**config.mk**
```make
export PLATFORM = sky130hd
export DESIGN_NAME = requant_arbiter
export DESIGN_NICKNAME = d
export VERILOG_FILES = /design/src/rtl/requant_pkg.sv /design/src/rtl/rr_arbiter.sv /design/src/rtl/requant_arbiter.sv
export SDC_FILE = /design/constraint.sdc
export NUM_CORES = 1
export LEC_CHECK = 0
export ABC_AREA = 1
export CAP_MARGIN = 5
export CELL_PAD_IN_SITES_DETAIL_PLACEMENT = 1
export CELL_PAD_IN_SITES_GLOBAL_PLACEMENT = 2
export CORE_MARGIN = 2
export CORE_UTILIZATION = 24
export DETAILED_ROUTE_END_ITERATION = 16
export GPL_TIMING_DRIVEN = 0
export PLACE_DENSITY_LB_ADDON = 0.1
export SYNTH_ARGS = -nofsm -noshare
export SYNTH_HDL_FRONTEND = slang
export SYNTH_SLANG_ARGS = --single-unit
```
**constraint.sdc**
```tcl
create_clock -name clk -period 5.05 [get_ports clk]
set_input_delay 1.01 -clock clk [delete_from_list [all_inputs] [get_ports clk]]
set_output_delay 1.01 -clock clk [all_outputs]
set_load 0.01 [all_outputs]
```
**src/rtl/requant_pkg.sv**
```systemverilog
// rtl/requant_pkg.sv - shared requantizer types, clamp bounds and conversion function
package requant_pkg;

  typedef enum logic [1:0] {
    SIGN1 = 2'd0,
    S2    = 2'd1,
    S4    = 2'd2,
    U4    = 2'd3
  } qmode_t;

  localparam int S2_MIN = -2;
  localparam int S2_MAX = 1;
  localparam int S4_MIN = -8;
  localparam int S4_MAX = 7;
  localparam int U4_MIN = 0;
  localparam int U4_MAX = 15;

  // Returns {sat, data[3:0]}; d is the sample already sign-extended to 32 bits.
  // Signed modes keep the low nibble of the clamped value, which is the
  // 4-bit sign extension of the narrower result.
  function automatic logic [4:0] requant(input logic signed [31:0] d, input qmode_t mode);
    int       lo;
    int       hi;
    logic [3:0] c;
    logic     sat;
    logic [4:0] r;
    lo = U4_MIN;
    hi = U4_MAX;
    case (mode)
      S2:      begin lo = S2_MIN; hi = S2_MAX; end
      S4:      begin lo = S4_MIN; hi = S4_MAX; end
      default: begin lo = U4_MIN; hi = U4_MAX; end
    endcase
    if (d < lo) begin
      c   = lo[3:0];
      sat = 1'b1;
    end else if (d > hi) begin
      c   = hi[3:0];
      sat = 1'b1;
    end else begin
      c   = d[3:0];
      sat = 1'b0;
    end
    r = {sat, c};
    if (mode == SIGN1) r = {1'b0, 3'b000, d[31]};
    return r;
  endfunction

endpackage

```
**src/rtl/rr_arbiter.sv**
```systemverilog
// rtl/rr_arbiter.sv - round-robin one-hot grant starting the search at prio
module rr_arbiter #(
  parameter int NREQ = 4,
  parameter int IDW  = $clog2(NREQ)
) (
  input  logic [NREQ-1:0] req,
  input  logic [IDW-1:0]  prio,
  input  logic            en,
  output logic [NREQ-1:0] grant,
  output logic [IDW-1:0]  winner
);

  logic [IDW-1:0] idx;
  logic           found;

  // Scan prio, prio+1, ... ; NREQ is a power of two so IDW-bit addition wraps mod NREQ.
  always_comb begin
    grant  = '0;
    winner = '0;
    found  = 1'b0;
    idx    = '0;
    for (int k = 0; k < NREQ; k++) begin
      idx = prio + IDW'(k);
      if (!found && req[idx]) begin
        found  = 1'b1;
        winner = idx;
      end
    end
    if (en && found) grant[winner] = 1'b1;
  end

endmodule

```
**src/rtl/requant_arbiter.sv**
```systemverilog
// rtl/requant_arbiter.sv - round-robin shared requantizer with output register and saturation counter
module requant_arbiter
  import requant_pkg::*;
#(
  parameter int IW   = 8,
  parameter int NREQ = 4,
  parameter int IDW  = $clog2(NREQ)
) (
  input  logic             clk,
  input  logic             rst,
  input  logic [NREQ-1:0]  req_valid,
  output logic [NREQ-1:0]  req_ready,
  input  logic [NREQ*IW-1:0] req_data,
  input  logic [NREQ*2-1:0]  req_mode,
  output logic             out_valid,
  input  logic             out_ready,
  output logic [3:0]       out_data,
  output logic [IDW-1:0]   out_id,
  output logic             out_sat,
  input  logic             sat_clr,
  output logic [15:0]      sat_count
);

  logic [IDW-1:0] prio;
  logic [IDW-1:0] winner;
  logic           load;
  logic           xfer;
  logic [IW-1:0]  sel_data;
  logic [1:0]     sel_mode;
  logic signed [31:0] din;
  logic [4:0]     q;

  // The output slot can take a new sample when empty or draining this cycle.
  assign load = !out_valid || out_ready;
  assign xfer = |req_ready;

  rr_arbiter #(.NREQ(NREQ), .IDW(IDW)) u_arb (
    .req    (req_valid),
    .prio   (prio),
    .en     (load && !rst),
    .grant  (req_ready),
    .winner (winner)
  );

  // Route the winning requester's sample and format into the shared requantizer.
  always_comb begin
    sel_data = '0;
    sel_mode = '0;
    for (int i = 0; i < NREQ; i++) begin
      if (winner == IDW'(i)) begin
        sel_data = req_data[i*IW +: IW];
        sel_mode = req_mode[2*i +: 2];
      end
    end
    din = {{(32-IW){sel_data[IW-1]}}, sel_data};
    q   = requant(din, qmode_t'(sel_mode));
  end

  // Advance the round-robin pointer past the requester that just transferred.
  always_ff @(posedge clk) begin
    if (rst) prio <= '0;
    else if (xfer) prio <= winner + IDW'(1);
  end

  // Single-entry output register: load on transfer, otherwise empty on drain.
  always_ff @(posedge clk) begin
    if (rst) begin
      out_valid <= 1'b0;
      out_data  <= '0;
      out_id    <= '0;
      out_sat   <= 1'b0;
    end else if (xfer) begin
      out_valid <= 1'b1;
      out_data  <= q[3:0];
      out_id    <= winner;
      out_sat   <= q[4];
    end else if (out_ready) begin
      out_valid <= 1'b0;
    end
  end

  // Count consumed clamped results, sticking at all-ones; clear wins over increment.
  always_ff @(posedge clk) begin
    if (rst || sat_clr) sat_count <= '0;
    else if (out_valid && out_ready && out_sat && sat_count != 16'hFFFF)
      sat_count <= sat_count + 16'd1;
  end

endmodule

```
==> flow_summary.yaml, run 1 <==
job:
  drv_cap: 0
global_route:
  grt_pass1_wl_um: 12300
  grt_max_degree: 16
  grt_overflow: 0
  grt_pass1_vias: 2562
  grt_usage_pct: 14.9
  antenna_found_initial: 0
critical_path:
  worst_ep_required_time_ps: 5210
  critPathMostFrequentCell: "nand2_1"
  rr_worst_depth: 27
  r2r_slack_ps: 820
  worst-path-stages: 30
  max_stage_delay_ps: 400
  setup.worst_path.class: "in -> reg"
  path_max_fanout: 9
  critPathTopFamily: "simple AND/OR/NAND/NOR gates"
  arrival_ps: 4960
  worstSetupStartpointType: "input pin"
  crit_path_end_kind: "flip-flop"
  path_buf_inv: 5
  cp_slowest_cell: "clkdlybuf4s50_1"
placed_design:
  dp_slack_ps: -728
  dpl-instance-area_um2: 3180
  dp_hpwl_um: 6110
  port_buffers: 74
  place.gp.congestion: 0.837
timing:
  hold_viol: 0
  period_needed_ps: 4800
  worst_pin_slew_ps: 538
  max_freq_mhz: 208
  period_share_pct: 95.0
  skew_ps: 8.31
  timing.final.ws_setup_ps: 253
  relSlewSlack_pct: 64.1
  setup_viol: 0
  slew_violations: 0
die:
  coreArea_um2: 9240
  fp.dieArea_um2: 10300
  die_h_um: 101
  fp.dieW_um: 101
  start_util_pct: 24.7
  num_rows: 35
  io_pins: 76
finish:
  drive_above_1_share_pct: 17.6
  num-fill-cells: 1169
  multi_input_area_um2: 1630
  final_cell_area_um2: 3490
  syn_to_final_growth_pct: 53.0
  n_antenna_cell: 0
  nets: 507
  regArea_um2: 520
status:
  status: "complete, no violations"
min_path:
  hold_depth: 2
  hp-class: "reg -> reg"
clock_tree:
  cts_tree: "built"
  htree_levels: 1
  clkLatencyLatePin_ps: 280
  cts_buffer_depth: 2
  clk_pin_slew_ps: 100
  clockRootBuffer: "clkbuf_8"
  clock_sinks: 26
  numCtsBuffers: 3
routing:
  ant_nets: 0
  drt_pass1_iterations: 4
  via_per_inst: 4.50
  num_vias: 2577
  routed_wirelength_um: 7710
  route.detailed.drc: 0
  drt-initial-drc-count: 53
  wl_per_cell_um: 13.4
logic_synthesis:
  syn_avg_cell_area_um2: 6.44
  yosysWarningCount: 0
  synthCells: 354
  async_flop_share_pct: 0
  synth_seq_cells: 26
  synthFlopType: "dfxtp_1"
  synth_edf_count: 0
  seq_area_frac_synth_pct: 22.8
  ys_types: 38
  syn-num-nets: 416
  syn_area_um2: 2280
## worst reg2reg max path, cell delays in order (launching register included)
cell,delay [ps]
dfxtp_1,470
xor2_2,330
nand2_1,120
o21ai_2,110
inv_1,80
nor2_2,130
nor2_2,70
nand2_1,60
nand2_1,80
nor2_4,180
ha_4,230
buf_8,140
a21oi_1,70
o31ai_4,280
o21a_1,230
ha_4,240
ha_1,340
inv_2,80
and3_1,140
nand2_1,60
nand2_1,80
nand3_2,110
nand2_4,100
nand2_1,50
nand2_1,70
nand3_1,90
nand3_1,120
a21oi_2,50
## worst paths after layout
path,startpoint,end
setup / recovery,req_valid[2],out_data[3]
hold / removal,out_data[2],out_data[2]
setup reg to reg,prio[1],out_data[3]
hold reg to reg,out_data[2],out_data[2]
## placed cells by master, fill, tap and decap left out, drive strengths merged, types with 2 or more instances in the layout
cell type      Yosys  layout
a21boi             2       2
a21oi             35      35
a22oi              4       4
a31oi              2       2
and3               2       2
buf                6      17
clkbuf             2       6
clkdlybuf4s50      0      74
dfxtp             26      26
ha                14      14
inv               52      52
nand2             86      86
nand3             29      29
nor2              45      45
nor3               9       9
nor3b              2       2
nor4               2       2
o211ai             2       2
o21a               2       2
o21ai             26      26
## layer usage
metal | routed length (µm) | global-route usage, %
met5 | 0 | 0
met4 | 88 | 2.39
met3 | 193 | 1.93
met2 | 3620 | 24.6
met1 | 3810 | 21.2
## synthesized netlist by cell type (5+ instances only)
cell type  instances  share of area [%]
ha_1              14                7.7
inv_1             48                7.9
dfxtp_1           26                 23
nand2_1           77                 13
o21ai_0           20                4.4
a21oi_1           27                5.9
o21ai_1            5                1.1
nor2_1            37                6.1
nor3_1             9                2.0
a21oi_2            8                3.1
nand2_2            7                1.9
nand3_1           25                5.5
nor2_2             5                1.4
## through the flow
step	std cells	TNS [ps]	utilization, %	hold slack [ps]
finish	573	0	37.8	492
global route	573	-236	37.8	505
CTS	563	0	35.9	489
detailed placement	557	-3280	34.4	474
global placement	557	-3040	34.4	466
floorplan	354	0	-	495
## state kept, by name, indices dropped and copies added, names as in the netlist
| signal | count |
|---|---|
| out_data | 4 |
| out_id | 2 |
| out_sat | 1 |
| out_valid | 1 |
| prio | 2 |
| sat_count | 16 |
## kinds of logic (layout without fill, tap and decap cells)
| logic type | count (synthesis) | after routing | synth area share, % |
|---|---|---|---|
| AOI/OAI and AO/OA | 76 | 76 | 21.2 |
| xor gates and xnor gates | 1 | 1 | 0.714 |
| adders and majority gates | 14 | 14 | 7.68 |
| buffers and inverters | 61 | 151 | 11.3 |
| DFF | 26 | 26 | 22.8 |
| and+or+nand+nor | 176 | 176 | 36.3 |
## cell type report
| class | count | share of cell area [%] |
|---|---|---|
| clock buffers | 3 | 1.18 |
| inverters | 53 | 5.92 |
| well taps | 129 | 4.63 |
| multi-input cells | 267 | 46.6 |
| plain buffers | 8 | 2.04 |
| flip-flops and latches | 26 | 14.9 |
| repair buffers | 86 | 23.8 |
| clock inverters | 1 | 0.861 |
## what timing repair did
item | 4_1_cts | 5_1_grt
setup endpoints to repair | 5 | 5
pin swaps | 1 | 10
setup buffers | 2 | 10
resized for setup | 13 | 21
hold buffers | 0 | 0
Power of run 1 is not shown: default switching activity piles up to over one toggle a cycle in this logic, so the estimate is an artifact.
==> inputs of run 2 (changes only) <==
--- a/config.mk
+++ b/config.mk
@@ -6,6 +6,7 @@
 export NUM_CORES = 1
 export LEC_CHECK = 0
 export ABC_AREA = 1
+export ABC_CLOCK_PERIOD_IN_PS = 5050
 export CAP_MARGIN = 5
 export CELL_PAD_IN_SITES_DETAIL_PLACEMENT = 1
 export CELL_PAD_IN_SITES_GLOBAL_PLACEMENT = 2
==> results of run 2 <==
Same layout as run 1: the final DEF is identical, and so are final timing and power.
Power of run 2 is left out for the same reason.
==> inputs of run 3 (changes only) <==
--- a/config.mk
+++ b/config.mk
@@ -13,7 +13,6 @@
 export CORE_MARGIN = 2
 export CORE_UTILIZATION = 24
 export DETAILED_ROUTE_END_ITERATION = 16
-export GPL_TIMING_DRIVEN = 0
 export PLACE_DENSITY_LB_ADDON = 0.1
 export SYNTH_ARGS = -nofsm -noshare
 export SYNTH_HDL_FRONTEND = slang
==> run 3 against run 2 <==
Register-to-register slack better by 80 ps. Flip-flop and latch count is the same. Hold slack got worse by 9.9 ps. Final area shrank 1.2%. Critical endpoint is now req_ready[2]. Highest routed layer unchanged.
==> flow_summary.yaml, run 3 (synthesized netlist as in run 1, its figures left out) <==
critical_path:
  rr_worst_depth: 29
  crit_path_end_kind: "primary output"
  worst_ep_required_time_ps: 4040
  r2r_slack_ps: 900
  worstSetupStartpointType: "input pin"
  setup.worst_path.class: "in -> out"
  timing.rr.start: "prio[0]"
  cp-endpoint: "req_ready[2]"
  crit_start: "req_valid[0]"
  path_max_fanout: 7
  arrival_ps: 3730
  r2r_end: "out_data[1]"
placed_design:
  dpl-instance-area_um2: 3310
  dp_slack_ps: -127
  port_buffers: 75
  place.gp.congestion: 0.776
  dp_hpwl_um: 6310
global_route:
  grt_max_degree: 16
  antenna_found_initial: 0
  grt_pass1_wl_um: 12200
  grt_pass1_vias: 2655
  grt_usage_pct: 14.7
  grt_overflow: 0
finish:
  final_cell_area_um2: 3450
  syn_to_final_growth_pct: 51.2
  drive_above_1_share_pct: 17.4
  final_common_cell: "nand2_1"
  num-fill-cells: 1169
  reg.largest.list: "sat_count (16), out_data (4)"
  largest_reg_flops: 16
  nets: 512
  layout_common_cells: "76 x nand2_1, 75 x clkdlybuf4s50_1, 48 x inv_1"
  n_antenna_cell: 0
  largest_register: "sat_count"
clock_tree:
  numCtsBuffers: 3
  clk_pin_slew_ps: 100
  clkLatencyLatePin_ps: 280
  cts_hold_buf: 0
  htree_levels: 1
  cts_buffer_depth: 2
  clockRootBuffer: "clkbuf_8"
  cts_tree: "built"
  clock_sinks: 26
die:
  fp.dieW_um: 101
  io_pins: 76
  fp.dieArea_um2: 10300
  coreArea_um2: 9240
  die_h_um: 101
  num_rows: 35
  start_util_pct: 24.7
routing:
  wl_per_cell_um: 12.7
  ant_nets: 0
  drt_pass1_iterations: 4
  route.detailed.drc: 0
  via_per_inst: 4.40
  drt-initial-drc-count: 78
  num_vias: 2542
  routed_wirelength_um: 7330
job:
  drv_cap: 0
timing:
  skew_ps: 9.67
  slew_violations: 0
  hold_viol: 0
  relSlewSlack_pct: 68.6
  tns_ps: 0
  rsz0062_at_grt: "false"
  worst_pin_slew_ps: 469
  setup_viol: 0
  timing.final.ws_setup_ps: 313
  period_needed_ps: 4740
  period_share_pct: 93.8
  max_freq_mhz: 211
  hold_ws_ps: 482
min_path:
  hp-class: "reg -> reg"
status:
  status: "complete, no violations"
run 3: changes by cell type in the layout (fill, tap and decap cells not counted), moves of 2 or more:
cell	change
a21oi_2	+2
buf_6	-3
buf_4	+11
ha_1	+2
ha_4	-2
clkbuf_1	-2
inv_1	+2
a21oi_4	-3
run 3: worst min-delay path by stage:
| stage | cells after the start | endpoint | slack, ps | from |
|---|---|---|---|---|
| 2_1_floorplan | 2 | sat_count[11] | 500 | sat_count[11] |
| 3_3_place_gp | 2 | out_id[0] | 460 | out_id[0] |
| 3_5_place_dp | 2 | sat_count[11] | 470 | sat_count[11] |
| 4_1_cts | 2 | out_id[0] | 490 | out_id[0] |
| 5_1_grt | 2 | out_id[0] | 510 | out_id[0] |
| 6_report | 2 | out_id[0] | 480 | out_id[0] |
run 3: repair_timing:
action / CTS / global route
buffers inserted: 0 / 1
gates resized for setup: 0 / 14
endpoints found under the setup margin: 0 / 4
run 3: cell type report:
type / count / area, µm² / share of cell area, %
clock inverters: 1 / 30.0 / 0.871
inverters: 53 / 204 / 5.92
well taps: 129 / 161 / 4.68
flip-flops and latches: 26 / 520 / 15.1
repair buffers: 99 / 931 / 27.0
clock buffers: 3 / 41.3 / 1.20
multi-input cells: 267 / 1560 / 45.2
run 3: routing by layer:
layer  GRT usage, %  vias up  wire [µm]
met5              0        -          0
met4           1.25        0         29
met3           1.79        5        208
met2           25.9       37       3500
met1           20.0     1164       3590
li1               -     1336          -
run 3: critical path, stage by stage:
cell and delay, ps:
clkdlybuf4s50_1 460, inv_1 60, nand2_1 50, o21ai_1 100, o21ai_2 210, nor2_4 60, nand2_1 70, inv_1 50
nor2_2 110, nand2_1 60, nand2_1 90, nor2_4 70, inv_1 110, ha_2 280, inv_2 100, buf_4 170
nor2_1 110, clkdlybuf4s50_1 540
run 3: through the flow:
step                      cells  utilization [%]
final                       578             37.3
after detailed placement    573             35.8
after global routing        578             37.3
after global placement      573             35.8
after CTS                   577             36.6
after floorplan             354                -
Power of run 3 is left out for the same reason.
